`src/rtl/axi_seq_pkg.sv`:
```
// axi_seq_pkg: burst/state enums, queued request record, and per-beat address and strobe arithmetic
package axi_seq_pkg;
  typedef enum logic [1:0] {B_FIXED = 2'b00, B_INCR = 2'b01, B_WRAP = 2'b10, B_RSVD = 2'b11} burst_e;
  typedef enum logic {IDLE, RUN} state_e;
  localparam int MAX_MASTERS = 64;
  localparam int MAX_ID = 32;
  localparam int MAX_WIDTH = 64;
  typedef struct packed {
    logic [MAX_MASTERS-1:0] master;
    logic [MAX_ID-1:0] id;
    logic [MAX_WIDTH-1:0] addr;
    logic [7:0] len;
    logic [2:0] size;
    burst_e burst;
  } req_t;
  function automatic logic [11:0] next_addr(input logic [11:0] a, input logic [2:0] esize, input burst_e b, input logic [11:0] tot);
    logic [11:0] bpb;
    bpb = 12'd1 << esize;
    return b == B_FIXED ? a : b == B_WRAP ? (a & ~(tot - 12'd1)) | ((a + bpb) & (tot - 12'd1)) : (a & ~(bpb - 12'd1)) + bpb;
  endfunction
  function automatic logic [127:0] strb_gen(input logic [6:0] addr, input logic [2:0] esize, input logic [2:0] psize);
    logic [7:0] lanes, lo, hi;
    logic [127:0] s;
    lanes = 8'd1 << psize;
    lo = {1'b0, addr} & (lanes - 8'd1);
    hi = ({1'b0, addr} & ~((8'd1 << esize) - 8'd1) & (lanes - 8'd1)) + (8'd1 << esize);
    for (int i = 0; i < 128; i++) s[i] = (i >= int'(lo)) && (i < int'(hi));
    return s;
  endfunction
endpackage

```
`src/rtl/axi_burst_sequencer_if.sv`:
```
// axi_burst_sequencer_if: request channel (MASTER/ID/ADDR/LEN/SIZE/BURST/VALID/READY), beat channel (O_*), BUSY
interface axi_burst_sequencer_if #(
  parameter int MASTERS = 4,
  parameter int ID_BITS = 4,
  parameter int WIDTH = 22,
  parameter int P_SIZE = 4
);
  logic [MASTERS-1:0] MASTER;
  logic [ID_BITS-1:0] ID;
  logic [WIDTH-1:0] ADDR;
  logic [7:0] LEN;
  logic [2:0] SIZE;
  logic [1:0] BURST;
  logic VALID;
  logic READY;
  logic [MASTERS-1:0] O_MASTER;
  logic [ID_BITS-1:0] O_ID;
  logic [WIDTH-1:0] O_ADDR;
  logic [(1<<P_SIZE)-1:0] O_STRB;
  logic O_LAST;
  logic O_VALID;
  logic O_READY;
  logic BUSY;
  modport slave (
    input MASTER, ID, ADDR, LEN, SIZE, BURST, VALID, O_READY,
    output READY, O_MASTER, O_ID, O_ADDR, O_STRB, O_LAST, O_VALID, BUSY
  );
  modport master (
    output MASTER, ID, ADDR, LEN, SIZE, BURST, VALID, O_READY,
    input READY, O_MASTER, O_ID, O_ADDR, O_STRB, O_LAST, O_VALID, BUSY
  );
endinterface

```
`src/rtl/axi_req_fifo.sv`:
```
// axi_req_fifo: DEPTH-entry request queue; CLK, async RESETN, push/din in, pop in, dout/full/empty out
module axi_req_fifo
  import axi_seq_pkg::*;
#(
  parameter int DEPTH = 4
) (
  input logic CLK,
  input logic RESETN,
  input logic push,
  input req_t din,
  input logic pop,
  output req_t dout,
  output logic full,
  output logic empty
);
  localparam int AW = $clog2(DEPTH);
  req_t mem [DEPTH];
  logic [AW:0] wp, rp;
  always_ff @(posedge CLK or negedge RESETN)
    if (!RESETN) begin
      wp <= '0;
      rp <= '0;
    end else begin
      if (push) wp <= wp + {{AW{1'b0}}, 1'b1};
      if (pop) rp <= rp + {{AW{1'b0}}, 1'b1};
    end
  always_ff @(posedge CLK)
    if (push) mem[wp[AW-1:0]] <= din;
  assign dout = mem[rp[AW-1:0]];
  assign empty = wp == rp;
  assign full = (wp[AW] != rp[AW]) && (wp[AW-1:0] == rp[AW-1:0]);
endmodule

```
`src/rtl/axi_burst_sequencer.sv`:
```
// axi_burst_sequencer: CLK, async RESETN, bus.slave; queues AXI requests and emits one address/strobe/LAST beat per cycle
module axi_burst_sequencer
  import axi_seq_pkg::*;
#(
  parameter int MASTERS = 4,
  parameter int ID_BITS = 4,
  parameter int WIDTH = 22,
  parameter int P_SIZE = 4,
  parameter int DEPTH = 4
) (
  input logic CLK,
  input logic RESETN,
  axi_burst_sequencer_if.slave bus
);
  localparam int STRB_W = 1 << P_SIZE;
  state_e state, nxt;
  req_t wr, hd;
  logic full, empty, pop, rdy_en, last, acc;
  logic [MASTERS-1:0] cur_master;
  logic [ID_BITS-1:0] cur_id;
  logic [WIDTH-1:0] cur_addr;
  logic [2:0] cur_es, ld_es;
  burst_e cur_burst, ld_burst;
  logic [11:0] cur_tot, ld_tot;
  logic [15:0] cnt, last_cnt, ld_last;
  assign wr = {MAX_MASTERS'(bus.MASTER), MAX_ID'(bus.ID), MAX_WIDTH'(bus.ADDR), bus.LEN, bus.SIZE, bus.BURST};
  axi_req_fifo #(.DEPTH(DEPTH)) u_fifo (
    .CLK(CLK),
    .RESETN(RESETN),
    .push(bus.VALID && bus.READY),
    .din(wr),
    .pop(pop),
    .dout(hd),
    .full(full),
    .empty(empty)
  );
  assign ld_es = (hd.size > 3'(P_SIZE)) ? 3'(P_SIZE) : hd.size;
  assign ld_last = (({8'd0, hd.len} + 16'd1) << (hd.size - ld_es)) - 16'd1;
  assign ld_tot = 12'(({8'd0, hd.len} + 16'd1) << hd.size);
  assign ld_burst = (hd.burst == B_WRAP && (hd.len == 8'd1 || hd.len == 8'd3 || hd.len == 8'd7 || hd.len == 8'd15)) ? B_WRAP :
                    hd.burst == B_FIXED ? B_FIXED : B_INCR;
  assign last = state == RUN && cnt == last_cnt;
  assign acc = state == RUN && bus.O_READY;
  always_comb begin
    pop = !empty && (state == IDLE || (acc && last));
    nxt = pop ? RUN : (acc && last) ? IDLE : state;
  end
  always_ff @(posedge CLK or negedge RESETN)
    if (!RESETN) begin
      state <= IDLE;
      rdy_en <= 1'b0;
    end else begin
      state <= nxt;
      rdy_en <= 1'b1;
    end
  always_ff @(posedge CLK or negedge RESETN)
    if (!RESETN) begin
      cur_master <= '0;
      cur_id <= '0;
      cur_addr <= '0;
      cur_es <= '0;
      cur_burst <= B_FIXED;
      cur_tot <= '0;
      last_cnt <= '0;
      cnt <= '0;
    end else if (pop) begin
      cur_master <= MASTERS'(hd.master);
      cur_id <= ID_BITS'(hd.id);
      cur_addr <= WIDTH'(hd.addr);
      cur_es <= ld_es;
      cur_burst <= ld_burst;
      cur_tot <= ld_tot;
      last_cnt <= ld_last;
      cnt <= '0;
    end else if (acc && !last) begin
      cur_addr[11:0] <= next_addr(cur_addr[11:0], cur_es, cur_burst, cur_tot);
      cnt <= cnt + 16'd1;
    end
  assign bus.READY = rdy_en && !full;
  assign bus.BUSY = !empty || state == RUN;
  assign bus.O_VALID = state == RUN;
  assign bus.O_LAST = last;
  assign bus.O_MASTER = cur_master;
  assign bus.O_ID = cur_id;
  assign bus.O_ADDR = cur_addr;
  assign bus.O_STRB = STRB_W'(strb_gen(cur_addr[6:0], cur_es, 3'(P_SIZE)));
endmodule

```
`src/flat_wrapper.sv`:
```
// flat-port wrapper written by rule: the top's interface ports become plain ports
module axi_burst_sequencer_flat import axi_seq_pkg::*;
#(
  parameter int MASTERS = 4,
  parameter int ID_BITS = 4,
  parameter int WIDTH = 22,
  parameter int P_SIZE = 4,
  parameter int DEPTH = 4
)
  (CLK, RESETN, bus_MASTER, bus_ID, bus_ADDR, bus_LEN, bus_SIZE, bus_BURST, bus_VALID, bus_O_READY, bus_READY, bus_O_MASTER, bus_O_ID, bus_O_ADDR, bus_O_STRB, bus_O_LAST, bus_O_VALID, bus_BUSY);
  axi_burst_sequencer_if #(.MASTERS(MASTERS), .ID_BITS(ID_BITS), .WIDTH(WIDTH), .P_SIZE(P_SIZE)) bus_i ();
  input logic CLK;
  input logic RESETN;
  input wire logic [$bits(bus_i.MASTER)-1:0] bus_MASTER;
  input wire logic [$bits(bus_i.ID)-1:0] bus_ID;
  input wire logic [$bits(bus_i.ADDR)-1:0] bus_ADDR;
  input wire logic [$bits(bus_i.LEN)-1:0] bus_LEN;
  input wire logic [$bits(bus_i.SIZE)-1:0] bus_SIZE;
  input wire logic [$bits(bus_i.BURST)-1:0] bus_BURST;
  input wire logic [$bits(bus_i.VALID)-1:0] bus_VALID;
  input wire logic [$bits(bus_i.O_READY)-1:0] bus_O_READY;
  output wire logic [$bits(bus_i.READY)-1:0] bus_READY;
  output wire logic [$bits(bus_i.O_MASTER)-1:0] bus_O_MASTER;
  output wire logic [$bits(bus_i.O_ID)-1:0] bus_O_ID;
  output wire logic [$bits(bus_i.O_ADDR)-1:0] bus_O_ADDR;
  output wire logic [$bits(bus_i.O_STRB)-1:0] bus_O_STRB;
  output wire logic [$bits(bus_i.O_LAST)-1:0] bus_O_LAST;
  output wire logic [$bits(bus_i.O_VALID)-1:0] bus_O_VALID;
  output wire logic [$bits(bus_i.BUSY)-1:0] bus_BUSY;
  assign bus_i.MASTER = bus_MASTER;
  assign bus_i.ID = bus_ID;
  assign bus_i.ADDR = bus_ADDR;
  assign bus_i.LEN = bus_LEN;
  assign bus_i.SIZE = bus_SIZE;
  assign bus_i.BURST = bus_BURST;
  assign bus_i.VALID = bus_VALID;
  assign bus_i.O_READY = bus_O_READY;
  assign bus_READY = bus_i.READY;
  assign bus_O_MASTER = bus_i.O_MASTER;
  assign bus_O_ID = bus_i.O_ID;
  assign bus_O_ADDR = bus_i.O_ADDR;
  assign bus_O_STRB = bus_i.O_STRB;
  assign bus_O_LAST = bus_i.O_LAST;
  assign bus_O_VALID = bus_i.O_VALID;
  assign bus_BUSY = bus_i.BUSY;
  axi_burst_sequencer #(.MASTERS(MASTERS), .ID_BITS(ID_BITS), .WIDTH(WIDTH), .P_SIZE(P_SIZE), .DEPTH(DEPTH)) u_core (.CLK(CLK), .RESETN(RESETN), .bus(bus_i));
endmodule
```
`config.mk`:
```
export PLATFORM = sky130hd
export DESIGN_NAME = axi_burst_sequencer_flat
export DESIGN_NICKNAME = d
export VERILOG_FILES = /design/src/rtl/axi_seq_pkg.sv /design/src/rtl/axi_burst_sequencer_if.sv /design/src/rtl/axi_req_fifo.sv /design/src/rtl/axi_burst_sequencer.sv /design/src/flat_wrapper.sv
export SDC_FILE = /design/constraint.sdc
export NUM_CORES = 1
export LEC_CHECK = 0
export CAP_MARGIN = 0
export CORE_MARGIN = 3
export CORE_UTILIZATION = 39
export DETAILED_ROUTE_END_ITERATION = 16
export GPL_ROUTABILITY_DRIVEN = 0
export GPL_TIMING_DRIVEN = 1
export SYNTH_ARGS = -nofsm -noshare
export SYNTH_HDL_FRONTEND = slang
export SYNTH_SLANG_ARGS = --single-unit
```
`constraint.sdc`:
```
create_clock -name CLK -period 4.4 [get_ports CLK]
set_clock_uncertainty 0.2 [all_clocks]
set_input_delay 0.66 -clock CLK [delete_from_list [all_inputs] [get_ports CLK]]
set_output_delay 0.66 -clock CLK [all_outputs]
set_load 0.005 [all_outputs]
```
Word level (Yosys, flattened, before mapping)
Memory sizes are Yosys's and may differ from the RTL's.
Cells that the tools add are included.
Word-level totals
  bits in registers: 87
  bits in writable memories: 172
  input bits: 47
  output and inout bits: 50
  word-level logic and storage cells: 134
  memories: 1
Memory list
  u_core.u_fifo.mem: words 4, width 43, rd ports 1, clocked after Yosys merged registers in 0, write ports 1, line axi_req_fifo.sv:17  | req_t mem [DEPTH];
Operators by class
  add/subtract/negate cells: 12
  order comparisons: 33
  equality and inequality tests: 11
  shift-type cells: 4
  mux-type cells: 13
  bitwise logic cells: 9
  reductions and logical operators: 38
Operator list (number)
  $lt 4x8->1 const A: 8
  $mux 12: 4
  $and 12x12->12: 3
  $ge 4x4->1 const A: 8
  $lt 3x8->1 const A: 4
  $mux 16: 2
  $logic_and 1x1->1: 25
  $add 12x12->12: 2
  $not 12->12: 2
  $sub 12x1->12 const B: 2
  $add 16x1->16 const B: 1
  $eq 16x16->1: 1
  $ge 3x4->1 const A: 4
  $lt 1x8->1 const A: 2
  $lt 2x8->1 const A: 2
  $shl 16x3->12: 1
  $shl 16x3->16: 1
  $sub 16x1->16 const B: 1
  $or 12x12->12: 1
  $shl 1x3->12 const A: 1
  $add 8x1->9 const B: 1
  $add 4x8->8: 1
  $eq 8x1->1 const B: 1
  $eq 8x2->1 const B: 1
  25 further kinds: 41

Depth between registers and ports, before layout
Gate-level depths: netlist (run 1).
  word-level depth: 9
  depth in mapped cells: 18
  depth with buffers taken out: 15

By module
A second synthesis (run 1) with hierarchy kept.
Second synthesis, totals
  cells, all modules: 1768
  area total of the unflattened synthesis: 31874.3 sq um
Modules (own cells, without submodules)
  axi_req_fifo: instances 1, cells each 934, area an instance 25329.3 sq um, sequential area each 20930.1 sq um
  axi_burst_sequencer: instances 1, cells each 834, area an instance 6545.0 sq um, sequential area each 2026.9 sq um

Least setup slack after synthesis (run 1)
Ideal clock, no wire load.
  path kind: register to output
  from: register u_core.cur_es[0]
  to: output bus_O_STRB[2]
  arrival: 3.311 ns
  data required time: 3.540 ns
  path slack: 0.229 ns
  cell stages (with the launch flop): 14
  path buffers: 1
  cell sequence: dfrtp_1 -> clkbuf_1 -> or3_1 -> ha_1 -> and3_1 -> a21oi_1 -> o21ai_0 -> a22o_1 -> a22oi_1 -> nand2_1 -> or2_2 -> a21oi_1 -> nor2b_1 -> a2111oi_0
Between the ends
  word-level cells in the longest chain between the ends: 7
RTL lines
  start, declared: line axi_burst_sequencer.sv:22  | logic [2:0] cur_es, ld_es;
  start signal, assigned: line axi_burst_sequencer.sv:70  | cur_es <= ld_es;
  $shl 1x3->8 *: line axi_seq_pkg.sv:26  | hi = ({1'b0, addr} & ~((8'd1 << esize) - 8'd1) & (lanes - 8'd1)) + (8'd1 << esize);
  $sub 4x1->4: line axi_seq_pkg.sv:26
  $not 4->4: line axi_seq_pkg.sv:26
  $and 4x4->4: line axi_seq_pkg.sv:26
  $add 4x8->8 *: line axi_seq_pkg.sv:26
  $lt 2x8->1 *: line axi_seq_pkg.sv:27  | for (int i = 0; i < 128; i++) s[i] = (i >= int'(lo)) && (i < int'(hi));
  $logic_and 1x1->1 *: line axi_seq_pkg.sv:27
  end, declared: line flat_wrapper.sv:26  | output wire logic [$bits(bus_i.O_STRB)-1:0] bus_O_STRB;
Every way passes the cells marked *; elsewhere a longest branch is shown, timed or not.

Final worst setup path (run 1)
  from: register u_core.cur_es[0]
  to: output bus_O_STRB[11]
Between the ends
  word-level cells in the longest chain between the ends: 7
RTL lines (line)
  $shl 1x3->8 *: axi_seq_pkg.sv:26
  $sub 4x1->4: axi_seq_pkg.sv:26
  $not 4->4: axi_seq_pkg.sv:26
  $and 4x4->4: axi_seq_pkg.sv:26
  $add 4x8->8 *: axi_seq_pkg.sv:26
  $lt 4x8->1 *: axi_seq_pkg.sv:27
  $logic_and 1x1->1 *: axi_seq_pkg.sv:27
Marks and branches as above.

==> results.toml, run 1 <==
[clocking]
tritoncts = "done"
cts-root-buf = "clkbuf_16"
cts_buffer_depth = 3
cts_sinks = 259
tritoncts.num_buffers = 28
clkTransAtPathRegs_ns = 0.06
clkLatencyLatePin_ns = 0.57
htree_levels = 1

[sta]
grt_setup_unrepaired = "true"
fin_ws_ns = 0.1180
setup_tns_ns = 0
worst_pin_slew_ns = 0.9090
post-route-period-util_pct = 97.32
relSlewSlack_pct = 39.40
hold_violations = 0
fin_crit_ns = 4.282
setup_violations = 0
fmax_mhz = 233.5
slew_violations = 0

[placement]
dpl_cell_area_um2 = 14420
dp_hpwl_um = 20020
portBuffers = 96
dp_worst_setup_slack_ns = 0.1095

[synth]
synthFlopType = "edfxtp_1"
ys_types = 84
netlist.top_cell.by_area = "edfxtp_1"
synthTopCellsByArea = "edfxtp_1 (40%), dfrtp_1 (17%), mux4_2 (6.8%)"
postSynth.asyncResetShare_pct = 33.59
syn_area_um2 = 12900
ys_top_cells_by_count = "edfxtp_1 (172), nand2_1 (161), dfrtp_1 (87), nor2_1 (81), o21ai_0 (58)"
synth-edff-count = 172
synth_seq_area_share_pct = 56.92
synth_top_area_share_pct = 40.04
syn-instance-count = 1062
yosysWarnings = 0
ys_ff_latch = 259
avgSynthCellArea_um2 = 12.15
yosys.cell_count.top_type = "edfxtp_1"

[worst_setup_path]
crit_type = "reg -> out"
critPathCaptureType = "primary output"
cp.required_ns = 3.54
cp-start-kind = "flop"
cp_max_fo = 9
worstPathArrival_ns = 3.42

[layout]
finalInstanceArea_um2 = 15490
areaGrowthSynthToFinish_pct = 20.06
drive_gt1_share_pct = 14.57
num_antenna_cells = 0
final_net_count = 1250

[detailed_routing]
wl_per_cell_um = 17.62
wirelength_um = 28830
drc = 0
first_iter_violations = 554
num_vias = 8522
first_pass_iters = 5
ant_nets = 0
viasPerCell = 5.209

[floorplanning]
core_um2 = 32040
io_pins = 97
die_y_um = 187.9
rows = 65
dieArea_um2 = 35300
die_w_um = 187.9
start_util_pct = 40.26

[power]
powerDensity_nw_per_um2 = 628.4
vdd_ir_drop_max_mv = 0.3233
finalPower_mw = 9.732
p_leak_nw = 5.868

[global_route]
grt_usage_pct = 16.30
gr-usage-met2_pct = 27.17
antenna_found_initial = 1
grt_pass1_wl_um = 47330
grt_max_degree = 45
top_usage_layer = "met2"
grtUsageMet1_pct = 22.40
grtUsageMet3_pct = 3.253
grt_pass1_vias = 8764
gr-total-overflow = 0

[hold_path]
hold_path.class = "reg -> reg"

[job]
max-cap-violations = 0

[outcome]
status = "complete, no violations"
[worst max-delay path, stage by stage, from the launching register on]
cell and delay, ns:
dfrtp_1 0.38, or3_4 0.39, ha_1 0.28, and3_4 0.19, a21oi_4 0.18, buf_6 0.12
o31ai_1 0.06, a22o_1 0.22, a22oi_2 0.21, nand2_2 0.09, buf_6 0.16, a21oi_1 0.11
nor2_1 0.05, clkdlybuf4s50_1 0.46
[through the flow]
| stage | cells | hold slack (ns) | utilization [%] |
|---|---|---|---|
| floorplan | 1063 | 0.1644 | - |
| global placement | 1580 | 0.2599 | 44.99 |
| detailed placement | 1580 | 0.2614 | 44.99 |
| CTS | 1634 | 0.2864 | 48.12 |
| global route | 1636 | 0.2975 | 48.33 |
| finish | 1636 | 0.2823 | 48.33 |
[area by class of cell]
type / count / area, um^2
flip-flops and latches: 259 / 7345
clock inverters: 20 / 235.2
inverters: 30 / 112.6
fillers: 2877 / 16560
multi-input cells: 722 / 5253
repair buffers: 138 / 1272
well taps: 435 / 544.3
clock buffers: 32 / 725.7
[placed cells by master, fill, tap and decap left out, drive strengths merged, types with 10 or more instances in the layout]
cell | Yosys | final
o31ai | 10 | 10
clkinv | 2 | 15
and3 | 15 | 15
nor2 | 81 | 81
edfxtp | 172 | 172
a21oi | 39 | 39
clkdlybuf4s50 | 1 | 81
mux2i | 15 | 15
a31oi | 11 | 11
o21ai | 63 | 63
xor2 | 26 | 26
ha | 23 | 23
xnor2 | 51 | 51
mux4 | 44 | 44
clkbuf | 36 | 33
nor3 | 20 | 20
dfrtp | 87 | 87
nand2 | 162 | 162
inv | 28 | 29
buf | 15 | 42
nand3 | 17 | 17
nand4 | 11 | 11
[sequential cells by signal, indices dropped and copies added, names as in the netlist, 4 cells and up, named ones only]
register,count
u_core.bus.O_MASTER,4
u_core.last_cnt,16
u_core.bus.O_ID,4
u_core.cur_tot,12
u_core.bus.O_ADDR,10
u_core.cnt,16
u_core.u_fifo.mem,172
[report_power, final]
| group | leakage, nW | switching (mW) | total, mW | internal (mW) |
|---|---|---|---|---|
| clock network | 0.464 | 0.969 | 2.40 | 1.43 |
| logic | 2.77 | 2.15 | 4.02 | 1.87 |
| registers | 2.64 | 0.322 | 3.32 | 2.99 |
| total | 5.87 | 3.44 | 9.73 | 6.29 |
[timing repair]
item,CTS,global route
pin swaps,2,7
setup endpoints to repair,15,13
hold endpoints to repair,17,0
hold buffers,1,0
gates cloned,0,0
gates resized for setup,22,18
buffers inserted,1,2
[cells by family after synthesis]
family                   synth area share [%]
AND/OR/NAND/NOR                         12.56
flip-flops                              56.92
AO/OA/AOI/OAI                           10.07
buffers and inverters                   3.123
XOR/XNOR                                5.286
multiplexers                            9.602
adder cells (fa/ha/maj)                 2.386
other                                 0.05822
[routing by layer]
layer / share of wire, % / vias to the layer above
met2: 47 / 180
met4: 1.7 / 2
met5: 0.045 / -
met1: 46 / 4148
met3: 5.0 / 43
li1: - / 4149
[path summary, 6_finish.rpt]
path	start	end	slack, ns	cells after the start
worst max register to register	u_core.u_fifo.rp[0]$_DFFE_PN0P_	u_core.last_cnt[11]$_DFFE_PN0P_	0.50	12
worst min-delay path	u_core.bus.O_ID[2]$_DFFE_PN0P_	u_core.bus.O_ID[2]$_DFFE_PN0P_	0.28	2
min in group asynchronous	RESETN	u_core.cnt[13]$_DFFE_PN0P_	0.34	2
worst min register to register	u_core.bus.O_ID[2]$_DFFE_PN0P_	u_core.bus.O_ID[2]$_DFFE_PN0P_	0.28	2
worst max-delay path	u_core.cur_es[0]$_DFFE_PN0P_	bus_O_STRB[11]	0.12	13
max in group asynchronous	RESETN	u_core.cur_es[1]$_DFFE_PN0P_	2.84	3
Note: power is estimated with default switching activity, not from simulation.
==> inputs of run 2 (changes only) <==
--- a/config.mk
+++ b/config.mk
@@ -7,10 +7,11 @@
 export LEC_CHECK = 0
 export CAP_MARGIN = 0
 export CORE_MARGIN = 3
-export CORE_UTILIZATION = 39
+export CORE_UTILIZATION = 45
 export DETAILED_ROUTE_END_ITERATION = 16
 export GPL_ROUTABILITY_DRIVEN = 0
 export GPL_TIMING_DRIVEN = 1
+export PLACE_DENSITY = 0.66
 export SYNTH_ARGS = -nofsm -noshare
 export SYNTH_HDL_FRONTEND = slang
 export SYNTH_SLANG_ARGS = --single-unit
==> run 2 against run 1 <==
Net effect:
- die area is 13% lower
- sequential power barely moved
- register-to-register slack got worse by 0.04 ns
- clock-buffer cell count grew 3
- worst setup slack lost 0.063 ns
==> results.toml, run 2 (same netlist as run 1, synthesis figures left out) <==
[worst_setup_path]
cp_max_fo = 4
slowest_delay_ns = 0.40
cp.required_ns = 3.54
slowest_stage = "or3_4"
worstPathArrival_ns = 3.48
crit_chain = "or3_4 -> ha_1 -> and3_4 -> a21oi_4 -> buf_4 -> o31ai_2 -> a22o_1 -> a22oi_2 -> nand2_2 -> or2_4 -> a21oi_4 -> nor2b_4 -> a2111oi_1 -> buf_2"
crit_start = "u_core.cur_es[2]$_DFFE_PN0P_"
r2r-start = "u_core.u_fifo.rp[0]$_DFFE_PN0P_"
cpMostUsedCell = "a21oi_4"
cp-start-kind = "flop"
crit_type = "reg -> out"
critPathCaptureType = "primary output"

[global_route]
antenna_found_initial = 1
gr-total-overflow = 0
grt_max_degree = 63
grt_usage_pct = 18.33
grt_pass1_wl_um = 45840
grt_pass1_vias = 8535

[floorplanning]
core_um2 = 28010
io_pins = 97
start_util_pct = 46.05
die_w_um = 175.3
dieArea_um2 = 30730
die_y_um = 175.3
rows = 61

[detailed_routing]
drc = 0
first_pass_iters = 5
wl_per_cell_um = 17.97
ant_nets = 0
num_vias = 8572
viasPerCell = 5.443
wirelength_um = 28300
first_iter_violations = 585

[sta]
fmax_mhz = 230.2
hold_violations = 0
fin_crit_ns = 4.345
whs_ns = 0.2805
relSlewSlack_pct = 41.14
worst_pin_slew_ns = 0.8811
setup_violations = 0
post-route-period-util_pct = 98.75
slew_violations = 0

[layout]
drive_gt1_share_pct = 13.95
utilization_pct = 54.71
largest_reg_flops = 172
areaGrowthSynthToFinish_pct = 18.80
final_cell_mix = "edfxtp_1 (172), nand2_1 (160), dfrtp_1 (84), clkdlybuf4s50_1 (80), nor2_1 (79)"
mostFrequentLayoutCell = "edfxtp_1"
num_antenna_cells = 0
final_net_count = 1247
finalNonFillerCells = 1575

[placement]
portBuffers = 96
dpl.cell_count = 1518
dp_hpwl_um = 19180

[power]
powerDensity_nw_per_um2 = 624.9
finalPower_mw = 9.577
vdd_ir_drop_max_mv = 0.3862
p_leak_nw = 5.866

[clocking]
cts-root-buf = "clkbuf_16"
cts_sinks = 259
clkTransAtPathRegs_ns = 0.06
cts_buffer_depth = 3
clkLatencyLatePin_ns = 0.55
tritoncts.num_buffers = 27
tritoncts = "done"
htree_levels = 1

[job]
max-cap-violations = 0

[hold_path]
hold_path.class = "reg -> reg"
min_from = "u_core.bus.O_ID[0]$_DFFE_PN0P_"

[outcome]
status = "complete, no violations"
[run 2: per-layer routing]
layer / track usage, % / part of all wire, % / wire [um]
met1: 26.03 / 45 / 12860
met2: 29.67 / 48 / 13530
met3: 3.718 / 5.2 / 1461
met4: 3.690 / 1.5 / 434
met5: 0 / 0.046 / 13
[run 2: layout make-up]
cell class / count / area, um^2
Fill cell: 2383 / 12690
Sequential cell: 259 / 7346
Multi-Input combinational cell: 722 / 5263
Timing Repair Buffer: 136 / 1275
Clock buffer: 35 / 725.7
Tap cell: 378 / 473.0
Clock inverter: 15 / 130.1
Inverter: 30 / 112.6
[run 2: worst paths after layout]
kind	end	slack, ns	depth (start not counted)
max in group asynchronous	u_core.last_cnt[8]$_DFFE_PN0P_	2.77	3
min in group asynchronous	u_core.cnt[10]$_DFFE_PN0P_	0.42	2
min	u_core.bus.O_ID[0]$_DFFE_PN0P_	0.28	2
max reg2reg	u_core.last_cnt[15]$_DFFE_PN0P_	0.46	12
max	bus_O_STRB[2]	0.06	14
min reg2reg	u_core.bus.O_ID[0]$_DFFE_PN0P_	0.28	2
[run 2: worst max-delay path, delay by kind of cell (launching register included)]
family,cells,cell delay (ns)
simple gates,5,1.01
fa+ha+maj,1,0.28
compound gates,6,0.92
buf+inv,2,0.34
flops,1,0.39
[run 2: what timing repair did]
item,in CTS,in global routing
pin swaps,4,6
gates resized for setup,22,23
cloned,0,1
endpoints found under the setup margin,15,14
hold buffers,1,0
buffers inserted,2,3
hold endpoints to repair,31,0
[run 2: stage by stage]
step / instance area, um^2 / setup slack, ns / TNS (ns)
after detailed placement: 14320 / 0.1825 / 0
after global placement: 14320 / 0.1993 / 0
final: 15320 / 0.05502 / 0
after global routing: 15320 / -0.1257 / -0.1826
after floorplan: 12900 / 0.2294 / 0
after CTS: 15240 / -0.03365 / -0.03365
[run 2: power breakdown]
part           internal, mW  switching (mW)  leakage (nW)  total, mW
logic                  1.90            2.17          2.81       4.07
clock network          1.28           0.918         0.420       2.20
registers              2.99           0.317          2.64       3.31
